$ cat src/rtl/cache_refill_ctrl_pkg.sv
// cache_refill_ctrl_pkg: cache geometry and refill FSM state encoding shared
// by the refill controller and its helpers.
`default_nettype none

package cache_refill_ctrl_pkg;

  localparam int NUM_SETS = 256;
  localparam int NUM_WAYS = 4;
  localparam int INDEX_W  = 8;
  localparam int ADDR_W   = 16;

  localparam logic [2:0] ST_IDLE     = 3'd0;
  localparam logic [2:0] ST_VICTIM   = 3'd1;
  localparam logic [2:0] ST_WAIT_WAY = 3'd2;
  localparam logic [2:0] ST_REQ      = 3'd3;
  localparam logic [2:0] ST_FILL     = 3'd4;
  localparam logic [2:0] ST_DONE     = 3'd5;

  function automatic int tag_width(input int ofs_w);
    return ADDR_W - INDEX_W - ofs_w;
  endfunction

endpackage

`default_nettype wire

$ cat src/rtl/cache_refill_ctrl_way_onehot_normalize.sv
// way_onehot_normalize: reduces a victim-way vector to a single one-hot way,
// keeping the lowest set bit and falling back to way 0 when nothing is set.
`default_nettype none

module way_onehot_normalize
  import cache_refill_ctrl_pkg::*;
(
  input  logic [NUM_WAYS-1:0] way_i,
  output logic [NUM_WAYS-1:0] way_o
);

  // Scan from the top so the lowest set bit is the last one written.
  always_comb begin
    way_o    = '0;
    way_o[0] = 1'b1;
    for (int i = NUM_WAYS - 1; i >= 0; i--) begin
      if (way_i[i]) begin
        way_o    = '0;
        way_o[i] = 1'b1;
      end
    end
  end

endmodule

`default_nettype wire

$ cat src/rtl/cache_refill_ctrl.sv
// cache_refill_ctrl: on a miss, obtains a victim way, reads the line from
// memory, writes each beat into the data array, then installs the tag.
`default_nettype none

module cache_refill_ctrl
  import cache_refill_ctrl_pkg::*;
#(
  parameter  int DATA_W = 32,
  parameter  int BEATS  = 4,
  localparam int OFS_W  = $clog2(BEATS),
  localparam int TAG_W  = ADDR_W - INDEX_W - OFS_W
) (
  input  logic                clk,
  input  logic                rst,
  input  logic                miss_req,
  input  logic [ADDR_W-1:0]   miss_addr,
  output logic                busy,
  output logic                miss_ack,
  output logic                repl_enable,
  output logic [INDEX_W-1:0]  repl_set_addr,
  input  logic [NUM_WAYS-1:0] repl_way_sel,
  output logic                mem_rd_valid,
  input  logic                mem_rd_ready,
  output logic [ADDR_W-1:0]   mem_rd_addr,
  input  logic                mem_data_valid,
  input  logic [DATA_W-1:0]   mem_data,
  output logic                wr_en,
  output logic [NUM_WAYS-1:0] wr_way,
  output logic [INDEX_W-1:0]  wr_set,
  output logic [OFS_W-1:0]    wr_word,
  output logic [DATA_W-1:0]   wr_data,
  output logic                tag_wr_en,
  output logic [TAG_W-1:0]    tag_wr
);

  logic [2:0]              state_q, state_d;
  logic [ADDR_W-1:OFS_W]   line_q, line_d;
  logic [NUM_WAYS-1:0]     way_q, way_d;
  logic [OFS_W-1:0]        cnt_q, cnt_d;
  logic [NUM_WAYS-1:0]     w_way_norm;
  logic [INDEX_W-1:0]      w_index;
  logic [TAG_W-1:0]        w_tag;
  logic                    w_last_beat;
  logic                    unused_ofs;

  // Only the line is kept; the word offset of the miss does not matter.
  assign unused_ofs  = ^miss_addr[OFS_W-1:0];
  assign w_index     = line_q[OFS_W +: INDEX_W];
  assign w_tag       = line_q[ADDR_W-1 -: TAG_W];
  assign w_last_beat = (cnt_q == OFS_W'(BEATS - 1));

  way_onehot_normalize u_way_norm (
    .way_i (repl_way_sel),
    .way_o (w_way_norm)
  );

  always_comb begin
    state_d = state_q;
    line_d  = line_q;
    way_d   = way_q;
    cnt_d   = cnt_q;
    case (state_q)
      ST_IDLE: begin
        if (miss_req) begin
          line_d  = miss_addr[ADDR_W-1:OFS_W];
          state_d = ST_VICTIM;
        end
      end
      ST_VICTIM: state_d = ST_WAIT_WAY;
      ST_WAIT_WAY: begin
        way_d   = w_way_norm;
        state_d = ST_REQ;
      end
      ST_REQ: begin
        if (mem_rd_ready) begin
          cnt_d   = '0;
          state_d = ST_FILL;
        end
      end
      ST_FILL: begin
        if (mem_data_valid) begin
          cnt_d = cnt_q + 1'b1;
          if (w_last_beat) begin
            state_d = ST_DONE;
          end
        end
      end
      ST_DONE: state_d = ST_IDLE;
      default: state_d = ST_IDLE;
    endcase
  end

  always_comb begin
    busy          = (state_q != ST_IDLE);
    repl_enable   = 1'b0;
    repl_set_addr = '0;
    mem_rd_valid  = 1'b0;
    mem_rd_addr   = '0;
    wr_en         = 1'b0;
    wr_way        = '0;
    wr_set        = '0;
    wr_word       = '0;
    wr_data       = '0;
    tag_wr_en     = 1'b0;
    tag_wr        = '0;
    miss_ack      = 1'b0;
    case (state_q)
      ST_VICTIM: begin
        repl_enable   = 1'b1;
        repl_set_addr = w_index;
      end
      ST_REQ: begin
        mem_rd_valid = 1'b1;
        mem_rd_addr  = {line_q, {OFS_W{1'b0}}};
      end
      ST_FILL: begin
        if (mem_data_valid) begin
          wr_en   = 1'b1;
          wr_way  = way_q;
          wr_set  = w_index;
          wr_word = cnt_q;
          wr_data = mem_data;
        end
      end
      ST_DONE: begin
        tag_wr_en = 1'b1;
        tag_wr    = w_tag;
        miss_ack  = 1'b1;
      end
      default: ;
    endcase
  end

  always_ff @(posedge clk) begin
    if (rst) begin
      state_q <= ST_IDLE;
      line_q  <= '0;
      way_q   <= '0;
      cnt_q   <= '0;
    end else begin
      state_q <= state_d;
      line_q  <= line_d;
      way_q   <= way_d;
      cnt_q   <= cnt_d;
    end
  end

endmodule

`default_nettype wire

$ cat config.mk
export PLATFORM = sky130hd
export DESIGN_NAME = cache_refill_ctrl
export DESIGN_NICKNAME = d
export VERILOG_FILES = /design/src/rtl/cache_refill_ctrl_pkg.sv /design/src/rtl/cache_refill_ctrl_way_onehot_normalize.sv /design/src/rtl/cache_refill_ctrl.sv
export SDC_FILE = /design/constraint.sdc
export NUM_CORES = 1
export LEC_CHECK = 0
export ABC_AREA = 1
export BUFFER_PORTS_ARGS = -buffer_cell sky130_fd_sc_hd__buf_2
export CAP_MARGIN = 20
export CORE_ASPECT_RATIO = 1.25
export CORE_UTILIZATION = 25
export DETAILED_ROUTE_END_ITERATION = 7
export PLACE_DENSITY_LB_ADDON = 0.3
export SETUP_SLACK_MARGIN = 0.5
export SLEW_MARGIN = 5
export SYNTH_ARGS = -nofsm -noshare
export SYNTH_HDL_FRONTEND = slang
export SYNTH_SLANG_ARGS = --single-unit
$ cat constraint.sdc
create_clock -name clk -period 1.7 [get_ports clk]
set_input_delay 0.17 -clock clk [delete_from_list [all_inputs] [get_ports clk]]
set_output_delay 0.17 -clock clk [all_outputs]
set_load 0.05 [all_outputs]
==> results.cfg, run 1 <==
[worst_setup_path]
critPathMaxFanout = 6
end_kind = primary output
crit_required_ns = 1.53
critPathArrivalTime_ns = 1.54
start_kind = flop
critPathKind = reg -> out

[detailed_routing]
wl_um = 6420
routed-via-count = 2230
drc = 0
drt.antenna.violating_nets = 0
drt_iter0_markers = 23
vias_per_cell = 4.68
detail_route.first_pass.iterations = 4
wire_per_inst_um = 13.5

[timing]
maxSlewViolCount = 0
fmax_mhz = 585
fin_ws_ns = -0.00851
clock_skew_ns = 0.00109
worst_pin_slew_ns = 0.834
fin_crit_ns = 1.71
relSlewSlack_pct = 44.3
hold_violations = 0
setup_violations = 1
finalCritPeriodShare_pct = 101
rsz0062_at_grt = yes

[synthesis]
synth_seq_cells = 23
yosysSeqAreaShare_pct = 30.6
synth_cell_type_count = 20
synth_cells = 260
syn_avg_cell_area_sq_um = 5.79
syn-cell-area_sq_mm = 0.00151
yosysWarnings = 0

[clocking]
cts_tree = yes
root_buffer = clkbuf_8
htree_levels = 1
cts_buffers = 3
clockBufferDepth = 2
clkLatencyLatePin_ns = 0.27
clkSinkCount = 23
clkTransAtPathRegs_ns = 0.09

[floorplanning]
pin_count = 139
core_sq_mm = 0.00582
start_util_pct = 25.9
die_x_um = 71.4
std_cell_rows = 31
die_h_um = 88.8
fp.dieArea_sq_mm = 0.00634

[placed_design]
place_hpwl_um = 3810
gp_congestion = 0.778
placed_area_sq_mm = 0.00283
placed_cells = 450
portBuffers = 134

[global_route]
grt_overflow = 0
grt_pass1_wl_um = 9700
first_global_vias = 2092
grt_max_degree = 40
grt_antenna_before_repair = 0
grtUsageTotal_pct = 19.6

[flow_run]
maxCapViolCount = 0

[layout]
antenna_cells = 0
fin_nets = 469
final_common_cell = nor2_4
stdcell_count = 476
design_area_sq_mm = 0.00367
final_cell_mix = 77 x nor2_4, 54 x buf_2, 50 x buf_4, 47 x nand2_1, 34 x buf_6
areaGrowthSynthToFinish_pct = 144
layout-drive-gt1-share_pct = 67.6

[power]
power_density_mw_per_mm2 = 1350
power_leakage_nw = 1.52
ir_drop_mv = 0.922

[run_status]
status = finished, violations left
violations = negative setup slack

[worst_hold_path]
min_path_type = in -> reg
-- timing repair --
item,CTS,global route
cloned,4,0
pin swaps,14,2
gates resized for setup,185,14
buffers inserted,18,0
hold buffers,0,0
setup endpoints to repair,103,103
-- layer usage --
metal	GRT usage, %	part of all wire [%]	up-vias	wire length [um]
met5	0	0	-	0
met4	7.09	2.2	0	140
met3	4.67	9.0	14	575
met2	39.3	54	128	3450
met1	19.3	35	994	2260
li1	-	-	1094	-
-- Yosys cell counts --
| master | instances | area share [%] |
|---|---|---|
| nor2_1 | 80 | 20 |
| nand2_1 | 49 | 12 |
| inv_1 | 28 | 7.0 |
| dfxtp_1 | 23 | 31 |
| a21oi_1 | 21 | 7.0 |
| o21ai_0 | 19 | 6.3 |
| nand3_1 | 8 | 2.7 |
| buf_4 | 5 | 2.5 |
| buf_2 | 4 | 1.3 |
| clkbuf_1 | 4 | 1.0 |
| nor3_2 | 4 | 2.7 |
| buf_6 | 3 | 2.2 |
| nor2_2 | 3 | 1.2 |
| inv_2 | 2 | 0.50 |
| nand2_2 | 2 | 0.83 |
| a31oi_1 | 1 | 0.42 |
| buf_1 | 1 | 0.25 |
| conb_1 | 1 | 0.25 |
| ha_1 | 1 | 0.83 |
| nor3_1 | 1 | 0.33 |
-- worst max-delay path: stages (launching register included) --
cell and delay (ns):
dfxtp_4 0.42, inv_6 0.06, nor3_4 0.23, clkinvlp_4 0.14, buf_12 0.16, nor2_4 0.11, buf_8 0.16
-- through the flow --
stage               worst slack (ns)  power (mW)  util [%]  hold WS, ns  setup TNS, ns
floorplan                     -0.249        3.17         -        0.239          -3.16
global placement               0.106        3.54      48.7        0.413              0
detailed placement            0.0894        3.57      48.7        0.417              0
CTS                           0.0294        4.88      62.2        0.124              0
global route                 -0.0423        5.21      63.1        0.134         -0.345
finish                      -0.00851        4.97      63.1        0.127       -0.00851
-- report_power, final --
part | total (mW) | leakage (nW) | internal [mW] | switching (mW)
clock network | 0.352 | 0.0255 | 0.164 | 0.188
logic | 3.78 | 1.30 | 1.27 | 2.51
registers | 0.843 | 0.191 | 0.729 | 0.114
-- final cells by class --
cell class              count  area [sq um]
repair inverters            1          11.3
repair buffers            159          1380
inverters                  30           133
flip-flops and latches     23           469
multi-input cells         193          1550
fillers                   470          2150
clock inverters             1          5.00
clock buffers               3          41.3
well taps                  66          82.6
-- registers in the layout (all words and copies together) (netlist names) --
register	count
state_q	3
cnt_q	2
way_q	4
line_q	14
-- path summary, 6_finish.rpt --
| check | startpoint | end | slack (ns) | cells after the start |
|---|---|---|---|---|
| setup reg to reg | state_q[2] | line_q[2] | 0.21 | 7 |
| setup / recovery | state_q[2] | tag_wr[1] | -0.009 | 6 |
| hold / removal | rst | way_q[1] | 0.13 | 2 |
| hold reg to reg | way_q[1] | way_q[1] | 0.47 | 2 |
-- kinds of logic (layout without fill, tap and decap cells) --
logic type               after synthesis  after routing  share of synthesized area, %
adder cells (fa/ha/maj)                1              1                         0.830
AO/OA/AOI/OAI                         41             41                          13.7
buffers and inverters                 47            194                          14.8
flip-flops                            23             23                          30.6
other                                  1              2                         0.249
AND/OR/NAND/NOR                      147            149                          39.9
Power figures use the tool's default switching activity.
==> inputs of run 2 (changes only) <==
Settings changed: CORE_ASPECT_RATIO 1.25 to 0.7.
==> results.cfg, run 2 (synthesis gave the netlist of run 1 again) <==
[timing]
hold_violations = 0
fin_crit_ns = 1.70
rsz0062_at_grt = yes
fin_hold_ws_ns = 0.135
fmax_mhz = 587
fin_ws_ns = -0.00482
relSlewSlack_pct = 41.9
clock_skew_ns = 0.00155
setup_violations = 1
finalCritPeriodShare_pct = 100
maxSlewViolCount = 0
worst_pin_slew_ns = 0.871

[worst_setup_path]
critPathMaxFanout = 6
critPathArrivalTime_ns = 1.53
end_kind = primary output
critPathKind = reg -> out
worstPathCellList = inv_4, nor3_4, clkinvlp_4, buf_12, nor2_4, buf_8
r2r-start = state_q[2]
startpoint = state_q[2]
slowest_delay_ns = 0.40
start_kind = flop
cp_slowest_cell = dfxtp_4
crit_required_ns = 1.53

[run_status]
violations = negative setup slack
status = finished, violations left

[clocking]
clkSinkCount = 23
clkLatencyLatePin_ns = 0.26
cts_tree = yes
hold_buffers = 0
root_buffer = clkbuf_8
htree_levels = 1
cts_buffers = 3
clockBufferDepth = 2
clkTransAtPathRegs_ns = 0.08

[power]
power_leakage_nw = 1.68
ir_drop_mv = 0.628
power_density_mw_per_mm2 = 1350

[layout]
fillers = 399
final_cell_mix = 78 x nor2_4, 58 x buf_8, 54 x buf_2, 45 x nand2_1, 36 x buf_6
seqCellArea_sq_um = 472
final_common_cell = nor2_4
regMostFlops = line_q
stdcell_count = 494
antenna_cells = 0
multi_input_area_sq_mm = 0.00160
reg_top3 = line_q (14), way_q (4), state_q (3)
areaGrowthSynthToFinish_pct = 179
largest_reg_flops = 14
layout-drive-gt1-share_pct = 70.6
fin_nets = 478
postLayoutCoreUtil_pct = 73.1

[detailed_routing]
drt_iter0_markers = 46
drc = 0
wl_um = 7430
wire_per_inst_um = 15.0
vias_per_cell = 4.59
routed-via-count = 2265
detail_route.first_pass.iterations = 4
drt.antenna.violating_nets = 0

[worst_hold_path]
min_path_type = in -> reg
hold_path.startpoint = rst

[floorplanning]
die_h_um = 66.9
core_sq_mm = 0.00576
pin_count = 139
std_cell_rows = 23
start_util_pct = 26.2
fp.dieArea_sq_mm = 0.00635
die_x_um = 94.8

[global_route]
grt_pass1_wl_um = 9400
first_global_vias = 1895
grt_overflow = 0
grt_antenna_before_repair = 0
grt_max_degree = 33
grtUsageTotal_pct = 19.4

[placed_design]
placed_cells = 460
portBuffers = 134
gp_congestion = 0.715
place_hpwl_um = 3980

[flow_run]
maxCapViolCount = 0
-- run 2: repair_timing --
item	4_1_cts	5_1_grt
gates cloned	5	3
setup endpoints to repair	103	103
pin swaps	10	9
resized for setup	176	123
setup buffers	15	7
-- run 2: cell type report --
| type | count | share of cell area [%] |
|---|---|---|
| flip-flops and latches | 23 | 11.2 |
| multi-input cells | 193 | 38.0 |
| inverters | 30 | 3.33 |
| repair inverters | 1 | 0.387 |
| clock buffers | 4 | 1.07 |
| well taps | 75 | 2.23 |
| repair buffers | 168 | 43.8 |
-- run 2: metrics by stage --
step / setup WS [ns] / power, mW / instance area (sq um) / setup TNS (ns)
floorplan: -0.249 / 3.17 / 2140 / -3.16
global placement: 0.142 / 3.55 / 2860 / 0
detailed placement: 0.132 / 3.60 / 2860 / 0
CTS: 0.0235 / 4.95 / 3620 / 0
global route: -0.0605 / 5.94 / 4210 / -0.509
finish: -0.00482 / 5.69 / 4210 / -0.00482
-- run 2: worst paths after layout --
path | endpoint | slack, ns | depth (start not counted)
setup reg to reg | state_q[0] | 0.30 | 10
hold reg to reg | way_q[0] | 0.47 | 2
setup / recovery | tag_wr[1] | -0.005 | 6
hold / removal | cnt_q[1] | 0.14 | 2
-- run 2: report_power, final --
group / internal, mW / leakage (nW) / switching [mW]
registers: 0.733 / 0.191 / 0.118
clock network: 0.167 / 0.0228 / 0.177
logic: 1.76 / 1.46 / 2.73
-- run 2: worst max-delay path: cells and delay by family (launching register included) --
family / cells / cell delay, ns
buf+inv: 4 / 0.52
flops: 1 / 0.40
simple gates: 2 / 0.34
-- run 2: routing by layer --
layer | share of wire (%) | wire length, um | GRT usage, % | vias to the layer above
met4 | 1.8 | 132 | 3.98 | 0
met3 | 2.6 | 196 | 2.85 | 10
met1 | 41 | 3030 | 24.8 | 1090
met2 | 55 | 4070 | 34.6 | 49
met5 | 0 | 0 | 0 | -
li1 | - | - | - | 1116
